`src/rtl/pipelined_dual_port_ram.sv`:
```
// Dual-port RAM with byte-enable writes, self-zeroing init and an optional output register.
// Ports: clk/rst, write (we, be, add_w, data_w), read (re, add_r, data_r, valid_r), ready.
module pipelined_dual_port_ram #(
  parameter int data_width    = 16,
  parameter int address_width = 7,
  parameter int read_mode     = 0,
  parameter int out_reg       = 0
) (
  input  logic                       clk,
  input  logic                       rst,
  input  logic                       we,
  input  logic [data_width/8-1:0]    be,
  input  logic [address_width-1:0]   add_w,
  input  logic [data_width-1:0]      data_w,
  input  logic                       re,
  input  logic [address_width-1:0]   add_r,
  output logic [data_width-1:0]      data_r,
  output logic                       valid_r,
  output logic                       ready
);

  localparam int NB    = data_width / 8;
  localparam int DEPTH = 1 << address_width;
  localparam logic [address_width-1:0] ONE  = 1;
  localparam logic [address_width-1:0] LAST = '1;

  typedef enum logic {INIT, READY} state_e;

  state_e                     state_q, state_d;
  logic [address_width-1:0]   cnt_q, cnt_d;
  logic [data_width-1:0]      mem [DEPTH];

  logic                       wr_en;
  logic [address_width-1:0]   wr_addr;
  logic [NB-1:0]              wr_be;
  logic [data_width-1:0]      wr_data;
  logic [data_width-1:0]      rd_word;
  logic                       rd_acc;

  logic [data_width-1:0]      s1_data_q, s1_data_d;
  logic                       s1_valid_q, s1_valid_d;

  assign ready  = (state_q == READY);
  assign rd_acc = ready && re;

  always_comb begin
    state_d = state_q;
    cnt_d   = cnt_q;
    if (state_q == INIT) begin
      if (cnt_q == LAST) begin
        state_d = READY;
      end else begin
        cnt_d = cnt_q + ONE;
      end
    end
  end

  // Init sweep and user writes share the single write port.
  always_comb begin
    wr_en   = 1'b0;
    wr_addr = add_w;
    wr_be   = be;
    wr_data = data_w;
    unique case (state_q)
      INIT: begin
        wr_en   = 1'b1;
        wr_addr = cnt_q;
        wr_be   = '1;
        wr_data = '0;
      end
      READY: wr_en = we;
      default: wr_en = 1'b0;
    endcase
    if (rst) wr_en = 1'b0;
  end

  always_ff @(posedge clk) begin
    if (wr_en) begin
      for (int i = 0; i < NB; i++) begin
        if (wr_be[i]) mem[wr_addr][8*i +: 8] <= wr_data[8*i +: 8];
      end
    end
  end

  // Write-first: forward enabled bytes of a colliding write.
  always_comb begin
    rd_word = mem[add_r];
    if (read_mode == 1 && ready && we && add_r == add_w) begin
      for (int i = 0; i < NB; i++) begin
        if (be[i]) rd_word[8*i +: 8] = data_w[8*i +: 8];
      end
    end
  end

  always_comb begin
    s1_valid_d = rd_acc;
    s1_data_d  = rd_acc ? rd_word : s1_data_q;
  end

  always_ff @(posedge clk) begin
    if (rst) begin
      state_q    <= INIT;
      cnt_q      <= '0;
      s1_data_q  <= '0;
      s1_valid_q <= 1'b0;
    end else begin
      state_q    <= state_d;
      cnt_q      <= cnt_d;
      s1_data_q  <= s1_data_d;
      s1_valid_q <= s1_valid_d;
    end
  end

  generate
    if (out_reg == 1) begin : g_out
      logic [data_width-1:0] s2_data_q, s2_data_d;
      logic                  s2_valid_q, s2_valid_d;

      always_comb begin
        s2_valid_d = s1_valid_q;
        s2_data_d  = s1_valid_q ? s1_data_q : s2_data_q;
      end

      always_ff @(posedge clk) begin
        if (rst) begin
          s2_data_q  <= '0;
          s2_valid_q <= 1'b0;
        end else begin
          s2_data_q  <= s2_data_d;
          s2_valid_q <= s2_valid_d;
        end
      end

      assign data_r  = s2_data_q;
      assign valid_r = s2_valid_q;
    end else begin : g_noout
      assign data_r  = s1_data_q;
      assign valid_r = s1_valid_q;
    end
  endgenerate

endmodule

```
`config.mk`:
```
export PLATFORM = sky130hd
export DESIGN_NAME = pipelined_dual_port_ram
export DESIGN_NICKNAME = d
export VERILOG_FILES = /design/src/rtl/pipelined_dual_port_ram.sv
export SDC_FILE = /design/constraint.sdc
export NUM_CORES = 2
export LEC_CHECK = 0
export ABC_AREA = 1
export BUFFER_PORTS_ARGS = -buffer_cell sky130_fd_sc_hd__buf_2
export CORE_MARGIN = 2
export CORE_UTILIZATION = 30
export CTS_BUF_LIST = sky130_fd_sc_hd__clkbuf_8
export CTS_CLUSTER_SIZE = 20
export DETAILED_ROUTE_END_ITERATION = 6
export PLACE_DENSITY = 0.45
export SETUP_SLACK_MARGIN = 0.2
export SLEW_MARGIN = 5
export SYNTH_ARGS = -nofsm -noshare
export SYNTH_HDL_FRONTEND = slang
export SYNTH_SLANG_ARGS = --single-unit
```
`constraint.sdc`:
```
create_clock -name clk -period 3.7 [get_ports clk]
set_input_delay 0 -clock clk [delete_from_list [all_inputs] [get_ports clk]]
set_output_delay 0 -clock clk [all_outputs]
set_load 0.01 [all_outputs]
```
# Word level (Yosys, flattened, before mapping)
# Memory sizes are Yosys's and may differ from the RTL's. A register that Yosys moved wholly into a read port is not among the register bits.
# Index checks and enable logic that the tools add are counted.
[totals]
reg_bits = 9
ram_bits = 2048
input_bits = 36
output_inout_bits = 18
word_cells = 23
n_memories = 1
[op_classes]
n_addsub = 1
eq_ne = 1
n_mux = 13
n_bitwise = 2
reduce_logical = 2
[memory_table]
columns = ["memory", "words", "word_bits", "read_ports", "rd_ports_with_merged_regs", "write_ports", "line_no", "rtl"]
rows = [
  ["mem", 128, 16, 1, 1, 1, "31", "logic [data_width-1:0] mem [DEPTH];"],
]
[op_table]
columns = ["operator", "count"]
rows = [
  ["two-way mux 16 bit", 1],
  ["two-way mux 1 bit", 9],
  ["adder 7 x 1 -> 7 bit, second input constant", 1],
  ["equality test 7 bit, second input constant", 1],
  ["two-way mux 7 bit", 1],
  ["two-way mux 2 bit", 1],
  ["inverter 1 bit", 2],
  ["case mux 1 bit (2 select lines)", 1],
  ["AND reduction 2 bit", 1],
  ["logical AND 1 bit", 1],
]

# Depth between registers and ports, before layout
[depth]
word_depth = 5
depth_mapped = 15
mapped_depth_nobuf = 11

# Worst setup path before layout
# OpenSTA, ideal clock, no wires.
[synth_timing]
kind = "register to register"
start = "register state_q, in the netlist ready"
end = "memory mem[0][10] (data pin)"
setup_ps = 486
arrival_time_ps = 2560
required_time_ps = 3214
path_slack_ps = 653
path_stages_with_launch = 5
synth_period_minus_slack_ps = 3047
path_cell_list = "dfxtp_1 > buf_2 > clkbuf_1 > nand2_1 > inv_1"
[synth_via]
elab_chain_len = 1
[synth_rtl]
columns = ["item", "line_no", "rtl"]
rows = [
  ["from (decl)", "29", "state_e state_q, state_d;"],
  ["from (signal assigned)", "107", "state_q <= state_d;"],
  ["two-way mux 16 bit", "64", "unique case (state_q)"],
  ["named net wr_data[10]", "36", "logic [data_width-1:0] wr_data;"],
  ["to (decl)", "31", ""],
]
# The timed path passes the listed nets, and every way through them passes these cells.

# Worst setup path after layout
[layout_timing]
start = "register state_q, in the netlist ready"
end = "memory mem[124][1] (enable)"
[layout_via]
elab_chain_len = 5
word_cells_on_any_way = 8
[layout_rtl]
columns = ["item", "line_no", "rtl"]
rows = [
  ["inverter 1 bit", "--", ""],
  ["case mux 1 bit (2 select lines)", "64", ""],
  ["two-way mux 1 bit", "74", "if (rst) wr_en = 1'b0;"],
  ["two-way mux 1 bit", "78", "if (wr_en) begin"],
  ["two-way mux 1 bit (implied by the code)", "80", "if (wr_be[i]) mem[wr_addr][8*i +: 8] <= wr_data[8*i +: 8];"],
]
# Several ways; a longest one is shown, not always the timed one.

==> impl_metrics.py <==
metrics = {
    "status": {
        "outcome": "finished, final reports clean",
    },
    "clock_tree": {
        "clk_latency_ns": 0.97,
        "tritoncts": "yes",
        "cts_buffers": 354,
        "postCtsSetupRepairBufs": 0,
        "ctsRootBufferMaster": "clkbuf_8",
        "clock_path_buffers": 4,
        "clkSinkCount": 2073,
        "clkTransAtPathRegs_ns": 0.06,
        "ctsHtreeMaxLevel": 5,
    },
    "sta": {
        "grt_setup_unrepaired": "false",
        "slew_viol_final": 0,
        "fin_crit_sh_pct": 87.4,
        "setup_violations": 0,
        "max_freq_mhz": 309,
        "setup_ws_ns": 0.466,
        "slew_headroom_pct": 35.3,
        "skew_ns": 0.0577,
        "worst_pin_slew_ns": 0.970,
        "fin_crit_ns": 3.23,
        "setup-tns-final_ns": 0,
        "hold_violations": 0,
    },
    "detailed_routing": {
        "drt_iter0_drc": 4857,
        "drtAntennaViolNets": 0,
        "wl_per_cell_um": 22.8,
        "num_vias": 56000,
        "drt-pass1-iter-count": 5,
        "route.detailed.drc": 0,
        "routed_wirelength_um": 262000,
        "viasPerCell": 4.86,
    },
    "cells_and_area": {
        "final_nets": 7597,
        "layout-drive-gt1-share_pct": 11.7,
        "fin_cells": 11500,
        "fill_cells": 28000,
        "area_growth_pct": 15.4,
        "post-route-util_pct": 34.9,
    },
    "global_route": {
        "track_usage_pct": 18.0,
        "overflow": 0,
        "grt_max_degree": 166,
        "grt_pass1_vias": 55500,
        "grt_pass1_wl_um": 383000,
        "antenna_found_initial": 1,
    },
    "floorplan": {
        "die_w_um": 535,
        "row_count": 194,
        "start_util_pct": 30.2,
        "num_io_pins": 54,
        "die_area_mm2": 0.286,
        "core_area_mm2": 0.280,
        "die_height_um": 535,
    },
    "placement": {
        "port_buffers": 53,
        "dp_hpwl_um": 163000,
        "place_inst": 10900,
        "dp_slack_ns": 0.496,
        "gp_congestion": 0.829,
    },
    "critical_path": {
        "cp-start-kind": "register",
        "critPathSlowestCell": "nor2_1",
        "cp_cell_sequence": "inv_2, nor2_1, nor2_1, nand2_1, nor2_2, nand2_1, nor2_1",
        "cpMostUsedCell": "nor2_1",
        "cp_top_family": "simple AND/OR/NAND/NOR gates",
        "critical_path_class": "register to register",
        "cp-end-kind": "register",
        "cpPeakStageDelay_ns": 0.61,
        "crit_fanout": 11,
        "required_ns": 4.26,
        "path_buf_inv": 1,
        "crit_arrival_ns": 3.80,
    },
    "logic_synthesis": {
        "synth_area_leaders": "edfxtp_1 (73%), nand3_1 (12%), nand2_1 (9.8%), nor2_1 (1.3%), clkbuf_1 (1.0%)",
        "syn_area_per_cell_um2": 11.7,
        "ys_ff_latch": 2073,
        "syn-num-nets": 7270,
        "netlist_area_mm2": 0.0844,
        "netlist.top_cell.by_area": "edfxtp_1",
        "ys_seq_area_share_pct": 73.4,
        "ys_types": 26,
        "synth_top_area_share_pct": 72.8,
        "syn_inst": 7233,
        "synth_warnings": 0,
    },
    "min_path": {
        "min_path_type": "primary input to register",
    },
    "pwr": {
        "p_per_area_mw_per_mm2": 480,
        "total_power_mw": 46.8,
        "ir_worst_vdd_v": 0.000313,
        "p_leak_nw": 35.1,
    },
    "flow_run": {
        "cap_violations": 0,
    },
}
[per-layer routing]
| metal | vias up | track usage, % | share of wire [%] |
|---|---|---|---|
| li1 | 26300 | - | - |
| met1 | 27800 | 24.4 | 44 |
| met2 | 1514 | 29.8 | 48 |
| met3 | 378 | 2.36 | 4.9 |
| met4 | 0 | 5.76 | 3.0 |
| met5 | - | 0 | 0 |
[flip-flops by register name, indices dropped and copies added, names as in the netlist]
signal / count
ready: 1
mem: 2048
data_r: 16
valid_r: 1
cnt_q: 7
[what timing repair did]
| action | in CTS | in global routing |
|---|---|---|
| gates resized for setup | 0 | 0 |
| hold buffers | 25 | 0 |
| hold endpoints to repair | 1987 | 0 |
[cell usage after synthesis, drive strengths merged]
| master | number |
|---|---|
| or2 | 6 |
| nand2 | 2223 |
| nor2 | 325 |
| dfxtp | 25 |
| o21ai | 13 |
| a21oi | 5 |
| nand3 | 2034 |
| nor3b | 1 |
| edfxtp | 2048 |
| ha | 1 |
| inv | 57 |
| clkbuf | 236 |
| nor4 | 2 |
| o31ai | 1 |
| buf | 256 |
[final timing paths]
path,from,endpoint,slack [ns],cells past startpoint
max,ready$_SDFF_PP0_,mem[124][1]$_DFFE_PP_,0.47,7
min,rst,ready$_SDFF_PP0_,0.10,3
min reg2reg,cnt_q[6]$_SDFFE_PP0P_,cnt_q[6]$_SDFFE_PP0P_,0.45,2
max reg2reg,ready$_SDFF_PP0_,mem[124][1]$_DFFE_PP_,0.47,7
[worst register-to-register path, stage by stage (launching register included)]
cell	delay, ns
dfxtp_1	0.35
inv_2	0.20
nor2_1	0.07
nor2_1	0.53
nand2_1	0.36
nor2_2	0.40
nand2_1	0.30
nor2_1	0.61
[where the power goes]
part | switching, mW | internal, mW
Combinational | 1.88 | 0.700
Clock | 9.23 | 9.57
Sequential | 0.00963 | 25.4
[cells by family after synthesis]
| family | after synthesis | share of synthesized area, % |
|---|---|---|
| AND/OR/NAND/NOR | 4591 | 23.7 |
| AO/OA/AOI/OAI | 19 | 0.142 |
| buffers and inverters | 549 | 2.75 |
| flip-flops | 2073 | 73.4 |
| adder cells (fa/ha/maj) | 1 | 0.0148 |
[stage by stage]
step / cell area (µm²) / hold slack, ns
2_1_floorplan: 84400 / 0.144
3_3_place_gp: 91000 / 0.325
3_5_place_dp: 91000 / 0.308
4_1_cts: 97500 / 0.0431
5_1_grt: 97500 / 0.0927
6_report: 97500 / 0.104
[cell type report]
| type | instances | area, µm² | area share [%] |
|---|---|---|---|
| diodes | 2 | 5.00 | 0.00513 |
| multi-input cells | 4611 | 20100 | 20.7 |
| clock inverters | 223 | 1090 | 1.12 |
| clock buffers | 369 | 5080 | 5.21 |
| inverters | 57 | 292 | 0.299 |
| repair buffers | 463 | 4210 | 4.31 |
| flip-flops and latches | 2073 | 62000 | 63.6 |
| well taps | 3724 | 4660 | 4.78 |
[placed cells by master, fill, tap and decap left out, types with 5 or more instances in the layout]
cell type,netlist,final
dfxtp_1,25,25
a21oi_1,5,5
clkinv_2,0,22
inv_4,1,14
nand3_1,2034,2034
nor2_2,5,5
clkinvlp_4,0,6
o21ai_0,7,5
nand2_1,2214,2214
or2_1,5,5
o21ai_2,6,6
dlygate4sd3_1,0,25
nand2_2,7,7
nor2_4,18,19
inv_6,0,8
buf_4,11,324
clkbuf_8,0,369
bufinv_16,0,6
inv_2,7,5
inv_1,49,140
nor2_1,302,301
inv_8,0,5
edfxtp_1,2048,2048
buf_2,161,49
clkinv_1,0,73
buf_12,0,61
(Power assumes the default switching activity.)
